`config.mk`:
```
export PLATFORM = sky130hd
export DESIGN_NAME = modmul_arbiter
export DESIGN_NICKNAME = d
export VERILOG_FILES = /design/src/rtl/modmul_arbiter.sv
export SDC_FILE = /design/constraint.sdc
export NUM_CORES = 1
export LEC_CHECK = 0
export CAP_MARGIN = 20
export CORE_AREA = 3 3 194 196
export DETAILED_ROUTE_END_ITERATION = 16
export DIE_AREA = 0 0 197 199
export GPL_TIMING_DRIVEN = 1
export PLACE_DENSITY = 0.6
export SKIP_LAST_GASP = 1
export SLEW_MARGIN = 20
export SYNTH_ARGS = -nofsm -noshare
export SYNTH_HDL_FRONTEND = slang
export SYNTH_SLANG_ARGS = --single-unit
```
`constraint.sdc`:
```
create_clock -name clk -period 1.81 [get_ports clk]
set_input_delay 0.2715 -clock clk [delete_from_list [all_inputs] [get_ports clk]]
set_output_delay 0.2715 -clock clk [all_outputs]
set_load 0.01 [all_outputs]
```
`src/rtl/modmul_arbiter.sv`:
```
// Round-robin arbiter/sequencer sharing one pipelined ModMul between two requesters.
// Define MODMUL_ARB_FIXED_PRIO_EN for fixed priority (port 0 always wins ties).
module modmul_arbiter #(
  parameter int K       = 54,
  parameter int MUL_LAT = 15,
  parameter int NUM_Q   = 9,
  parameter int KIDX_W  = 4
) (
  input  logic              clk,
  input  logic              rst_n,
  input  logic              req0_valid,
  output logic              req0_ready,
  input  logic [K-1:0]      req0_a,
  input  logic [K-1:0]      req0_b,
  input  logic              req1_valid,
  output logic              req1_ready,
  input  logic [K-1:0]      req1_a,
  input  logic [K-1:0]      req1_b,
  output logic              res0_valid,
  output logic [K-1:0]      res0_data,
  output logic              res1_valid,
  output logic [K-1:0]      res1_data,
  input  logic              cfg_valid,
  input  logic [KIDX_W-1:0] cfg_k,
  output logic              cfg_ready,
  output logic              cfg_err,
  output logic [K-1:0]      mm_ina,
  output logic [K-1:0]      mm_inb,
  output logic [KIDX_W-1:0] mm_current_k,
  input  logic [K-1:0]      mm_out,
  output logic              busy
);

  localparam int CW = $clog2(MUL_LAT + 2);

  logic [CW-1:0]     cnt_q, cnt_d;
  logic [MUL_LAT:0]  tv_q, tid_q;
  logic [K-1:0]      ina_d, inb_d;
  logic              cfg_done_q;
  logic              gnt0, gnt1;
  logic              acc0, acc1, acc;
  logic              retire, k_ok;

`ifdef MODMUL_ARB_FIXED_PRIO_EN
  always_comb begin
    gnt0 = req0_valid;
    gnt1 = req1_valid & ~req0_valid;
  end
`else
  logic last_q;

  // last_q == 1 means port 1 won most recently, so port 0 wins a tie
  always_comb begin
    gnt0 = req0_valid;
    gnt1 = req1_valid;
    if (req0_valid && req1_valid) begin
      gnt0 = last_q;
      gnt1 = ~last_q;
    end
  end

  always_ff @(posedge clk or negedge rst_n) begin
    if (!rst_n)   last_q <= 1'b1;
    else if (acc) last_q <= acc1;
  end
`endif

  assign req0_ready = rst_n & ~cfg_valid & gnt0;
  assign req1_ready = rst_n & ~cfg_valid & gnt1;
  assign acc0   = req0_valid & req0_ready;
  assign acc1   = req1_valid & req1_ready;
  assign acc    = acc0 | acc1;
  assign retire = tv_q[MUL_LAT];

  assign res0_valid = retire & ~tid_q[MUL_LAT];
  assign res1_valid = retire & tid_q[MUL_LAT];
  assign res0_data  = mm_out;
  assign res1_data  = mm_out;
  assign busy       = cnt_q != '0;

  assign k_ok      = cfg_k < KIDX_W'(NUM_Q);
  assign cfg_ready = rst_n & cfg_valid & (cnt_q == '0) & ~cfg_done_q;
  assign cfg_err   = cfg_ready & ~k_ok;

  always_comb begin
    ina_d = '0;
    inb_d = '0;
    unique case (1'b1)
      acc0: begin
        ina_d = req0_a;
        inb_d = req0_b;
      end
      acc1: begin
        ina_d = req1_a;
        inb_d = req1_b;
      end
      default: ;
    endcase
  end

  always_comb begin
    cnt_d = cnt_q;
    if (acc && !retire)      cnt_d = cnt_q + CW'(1);
    else if (!acc && retire) cnt_d = cnt_q - CW'(1);
  end

  always_ff @(posedge clk or negedge rst_n) begin
    if (!rst_n) begin
      tv_q         <= '0;
      tid_q        <= '0;
      cnt_q        <= '0;
      mm_ina       <= '0;
      mm_inb       <= '0;
      mm_current_k <= '0;
      cfg_done_q   <= 1'b0;
    end else begin
      tv_q       <= {tv_q[MUL_LAT-1:0], acc};
      tid_q      <= {tid_q[MUL_LAT-1:0], acc1};
      cnt_q      <= cnt_d;
      mm_ina     <= ina_d;
      mm_inb     <= inb_d;
      // one cfg_ready pulse per cfg_valid assertion
      cfg_done_q <= cfg_valid & (cfg_done_q | cfg_ready);
      if (cfg_ready && k_ok) mm_current_k <= cfg_k;
    end
  end

endmodule

```
==> impl_metrics.xml <==
<?xml version="1.0" encoding="UTF-8"?>
<metrics>
  <group name="setup_path">
    <metric name="crit_path_start" unit="">cnt_q[2]</metric>
    <metric name="worst-endpoint-arrival" unit="ns">1.51</metric>
    <metric name="worst-r2r-cell-count" unit="">7</metric>
    <metric name="worstSetupEndpointType" unit="">output port</metric>
    <metric name="crit_path_max_fanout" unit="">3</metric>
    <metric name="reg2reg_slack" unit="ns">0.08</metric>
    <metric name="startpoint_type_of_the_worst_setup_path" unit="">flip-flop</metric>
    <metric name="criticalPathCategory" unit="">flip-flop to output port</metric>
    <metric name="worstReg2RegEnd" unit="">cnt_q[4]</metric>
    <metric name="setup.worst_path.end" unit="">cfg_err</metric>
    <metric name="worst_ep_required_time" unit="ns">1.54</metric>
    <metric name="r2r_start" unit="">tv_q[15]</metric>
  </group>
  <group name="place">
    <metric name="numPortBuffers" unit="">343</metric>
    <metric name="place_congestion" unit="">0.7442</metric>
    <metric name="placed_area" unit="um^2">9593</metric>
    <metric name="pre_cts_ws" unit="ns">-0.6091</metric>
    <metric name="dp_hpwl" unit="mm">18.69</metric>
  </group>
  <group name="pwr">
    <metric name="static_power_due_to_leakage" unit="nW">4.491</metric>
    <metric name="vdd_ir_drop_max" unit="V">0.0006294</metric>
    <metric name="power_density" unit="nW/um^2">910.1</metric>
  </group>
  <group name="global_routing">
    <metric name="grt_start_max_net_pins" unit="">68</metric>
    <metric name="grt_util_met1" unit="%">10.94</metric>
    <metric name="gr-usage-met2" unit="%">19.57</metric>
    <metric name="grt_most_used_layer" unit="">met2</metric>
    <metric name="grt_pass1_wl" unit="mm">31.77</metric>
    <metric name="global_route.overflow_total" unit="">0</metric>
    <metric name="track_usage" unit="%">11.26</metric>
    <metric name="number_of_antenna_violations_at_the_first_check_in_global_routing" unit="">0</metric>
    <metric name="met3_usage" unit="%">7.385</metric>
    <metric name="via_count_of_the_first_global_routing_pass" unit="">4714</metric>
  </group>
  <group name="floorplanning">
    <metric name="io_pins" unit="">506</metric>
    <metric name="x_dimension_of_the_die" unit="um">197</metric>
    <metric name="rows" unit="">70</metric>
    <metric name="initial_util" unit="%">16.85</metric>
    <metric name="design.core.area" unit="um^2">36260</metric>
    <metric name="fp.dieArea" unit="um^2">39200</metric>
    <metric name="die_h" unit="um">199</metric>
  </group>
  <group name="detailed_routing">
    <metric name="postRouteAntennaNets" unit="">0</metric>
    <metric name="detailedRoute.firstIterationViolations" unit="">180</metric>
    <metric name="via_count" unit="">4584</metric>
    <metric name="routedWlPerCell" unit="um">18.96</metric>
    <metric name="detail_route.vias_per_cell" unit="">3.776</metric>
    <metric name="detailedRoute.firstPassIterationCount" unit="">4</metric>
    <metric name="drc_violations_left" unit="">0</metric>
    <metric name="drt_wl_total" unit="mm">23.02</metric>
  </group>
  <group name="sta">
    <metric name="slew_viol_final" unit="">0</metric>
    <metric name="setup_ws" unit="ns">0.03033</metric>
    <metric name="timing_hold_violations_final" unit="">0</metric>
    <metric name="final.setup_skew" unit="ns">0.009193</metric>
    <metric name="maximum_clock_frequency" unit="MHz">561.9</metric>
    <metric name="setup_repair_after_global_routing_missed_its_margin" unit="">yes</metric>
    <metric name="slew-limit-headroom" unit="%">40.77</metric>
    <metric name="max_slew.worst_pin.slew" unit="ns">0.8885</metric>
    <metric name="fin_crit" unit="ns">1.780</metric>
    <metric name="fin_worst_hold_slack" unit="ns">0.04553</metric>
    <metric name="finalSetupViolCount" unit="">0</metric>
    <metric name="final_min_period_over_clock_period" unit="%">98.32</metric>
  </group>
  <group name="status">
    <metric name="outcome" unit="">completed</metric>
  </group>
  <group name="cts">
    <metric name="clock_insertion_delay_worst_skew" unit="ns">0.43</metric>
    <metric name="numCtsBuffers" unit="">17</metric>
    <metric name="clock_tree.buffer_depth" unit="">2</metric>
    <metric name="cts_sinks" unit="">151</metric>
    <metric name="cts_root_buffer" unit="">clkbuf_16</metric>
    <metric name="tritoncts_clock_tree" unit="">yes</metric>
    <metric name="cts_htree_levels" unit="">4</metric>
    <metric name="path_clk_slew" unit="ns">0.06</metric>
  </group>
  <group name="finish">
    <metric name="final_design_area_no_fill" unit="um^2">10250</metric>
    <metric name="design.final.nets" unit="">1017</metric>
    <metric name="multi_input_gate_area" unit="um^2">1455</metric>
    <metric name="antenna_cells" unit="">0</metric>
    <metric name="final_layout_size_suffix_gt1_share" unit="%">14.08</metric>
    <metric name="sequential_cell_area" unit="um^2">3780</metric>
    <metric name="area_growth" unit="%">67.88</metric>
    <metric name="count_of_filler_cells_inserted_in_the_layout" unit="">3778</metric>
  </group>
  <group name="yosys">
    <metric name="share_of_flip_flops_with_an_asynchronous_set_or_reset" unit="%">100.0</metric>
    <metric name="synth_nets" unit="">736</metric>
    <metric name="synth_edf_count" unit="">0</metric>
    <metric name="synth_top_area_share" unit="%">61.45</metric>
    <metric name="synthesis.area_per_instance" unit="um^2">13.51</metric>
    <metric name="cell_variety_after_synth" unit="">32</metric>
    <metric name="netlist_instances" unit="">452</metric>
    <metric name="synth_sequential_area_ratio" unit="%">61.88</metric>
    <metric name="synth_flop_cell" unit="">dfrtp_1</metric>
    <metric name="synth.yosys.warnings" unit="">0</metric>
    <metric name="yosysTopAreaCell" unit="">dfrtp_1</metric>
    <metric name="synth.area.top_cells" unit="">dfrtp_1, a22o_1, buf_4</metric>
    <metric name="ys_seq_elements" unit="">151</metric>
    <metric name="mappedNetlistArea" unit="um^2">6108</metric>
  </group>
  <group name="worst_hold_path">
    <metric name="worstHoldPathType" unit="">input port to asynchronous set/reset pin</metric>
  </group>
  <group name="run">
    <metric name="maxCapViolations" unit="">0</metric>
  </group>
</metrics>
==> cell usage after synthesis (all sizes together) (2+ instances only) <==
cell type / instances
nor3b: 3
or4: 2
buf: 131
nor4b: 2
nor2: 4
ha: 4
dfrtp: 150
nand3: 4
a22o: 108
o21ai: 3
inv: 6
nand2: 5
nand3b: 3
nor3: 2
o211ai: 2
mux2: 4
xnor2: 2
a21oi: 7
==> how the worst min path moves through the flow <==
stage | start | end | slack, ns | depth (start not counted)
floorplan | rst_n | cfg_done_q | -0.02 | 0
global placement | tid_q[2] | tid_q[3] | 0.33 | 0
detailed placement | tid_q[10] | tid_q[11] | 0.33 | 0
CTS | rst_n | cfg_done_q | 0.05 | 2
global route | rst_n | mm_inb[8] | 0.09 | 3
finish | rst_n | cfg_done_q | 0.05 | 2
==> worst max-delay path, stage by stage, from the launching register on <==
cell,delay (ns)
dfrtp_1,0.38
nor4b_2,0.27
buf_4,0.16
nand2_4,0.06
nor2_1,0.08
buf_2,0.13
==> timing repair <==
item / in CTS / in global routing
pin swaps: 6 / 3
setup buffers: 5 / 1
setup endpoints to repair: 8 / 7
gates resized for setup: 30 / 7
hold buffers: 0 / 0
==> power breakdown <==
part | internal, mW | switching (mW) | total (mW)
clock | 1.98 | 1.50 | 3.48
combinational | 1.27 | 0.807 | 2.08
sequential | 3.64 | 0.130 | 3.77
total | 6.90 | 2.44 | 9.33
==> cells by family (layout without fill, tap and decap cells) <==
logic type | Yosys count | after routing | share of synthesized area [%]
xor gates and xnor gates | 2 | 2 | 0.2868
AOI/OAI and AO/OA | 124 | 124 | 17.47
adders and majority gates | 5 | 5 | 1.147
muxes | 5 | 5 | 0.9012
DFF | 151 | 151 | 61.88
buffers and inverters | 137 | 431 | 15.69
and+or+nand+nor | 28 | 28 | 2.622
==> stage by stage <==
stage | cells | TNS (ns) | util [%] | power (mW)
5_1_grt | 1214 | -0.1395 | 28.28 | 9.870
2_1_floorplan | 452 | 0 | - | 4.750
3_5_place_dp | 1176 | -23.61 | 26.46 | 5.855
6_report | 1214 | 0 | 28.28 | 9.333
4_1_cts | 1213 | -0.08743 | 28.16 | 9.511
3_3_place_gp | 1176 | -21.97 | 26.46 | 5.815
==> area by class of cell <==
type	count	area share [%]
multi-input cells	164	14.19
inverters	6	0.2440
clock buffers	20	4.453
well taps	468	5.710
clock inverters	12	1.147
repair buffers	393	37.40
flip-flops and latches	151	36.86
==> cell usage in the layout (no fill, tap or decap), drive strengths merged, types with 2 or more instances in the layout <==
cell type / count
nand3: 4
o211ai: 2
nor2: 4
nand3b: 3
a22o: 108
clkdlybuf4s50: 330
clkinv: 3
mux2: 4
xnor2: 2
dlymetal6s2s: 3
o21ai: 3
clkinvlp: 4
clkbuf: 20
buf: 55
nor3b: 3
ha: 4
nand2: 5
dfrtp: 150
or4: 2
nor3: 2
a21oi: 7
inv: 10
nor4b: 2
dlygate4sd2: 5
==> per-layer routing <==
layer / up-vias / wire length (um)
li1: 2075 / -
met4: 0 / 375
met5: - / 0
met3: 22 / 3019
met2: 333 / 11850
met1: 2154 / 7770
==> registers in the layout, summed over array words and instances (netlist names) <==
name,cells
mm_ina,54
mm_inb,54
tid_q,16
tv_q,16
cnt_q,5
mm_current_k,4
cfg_done_q,1
last_q,1
(Power assumes the default switching activity.)
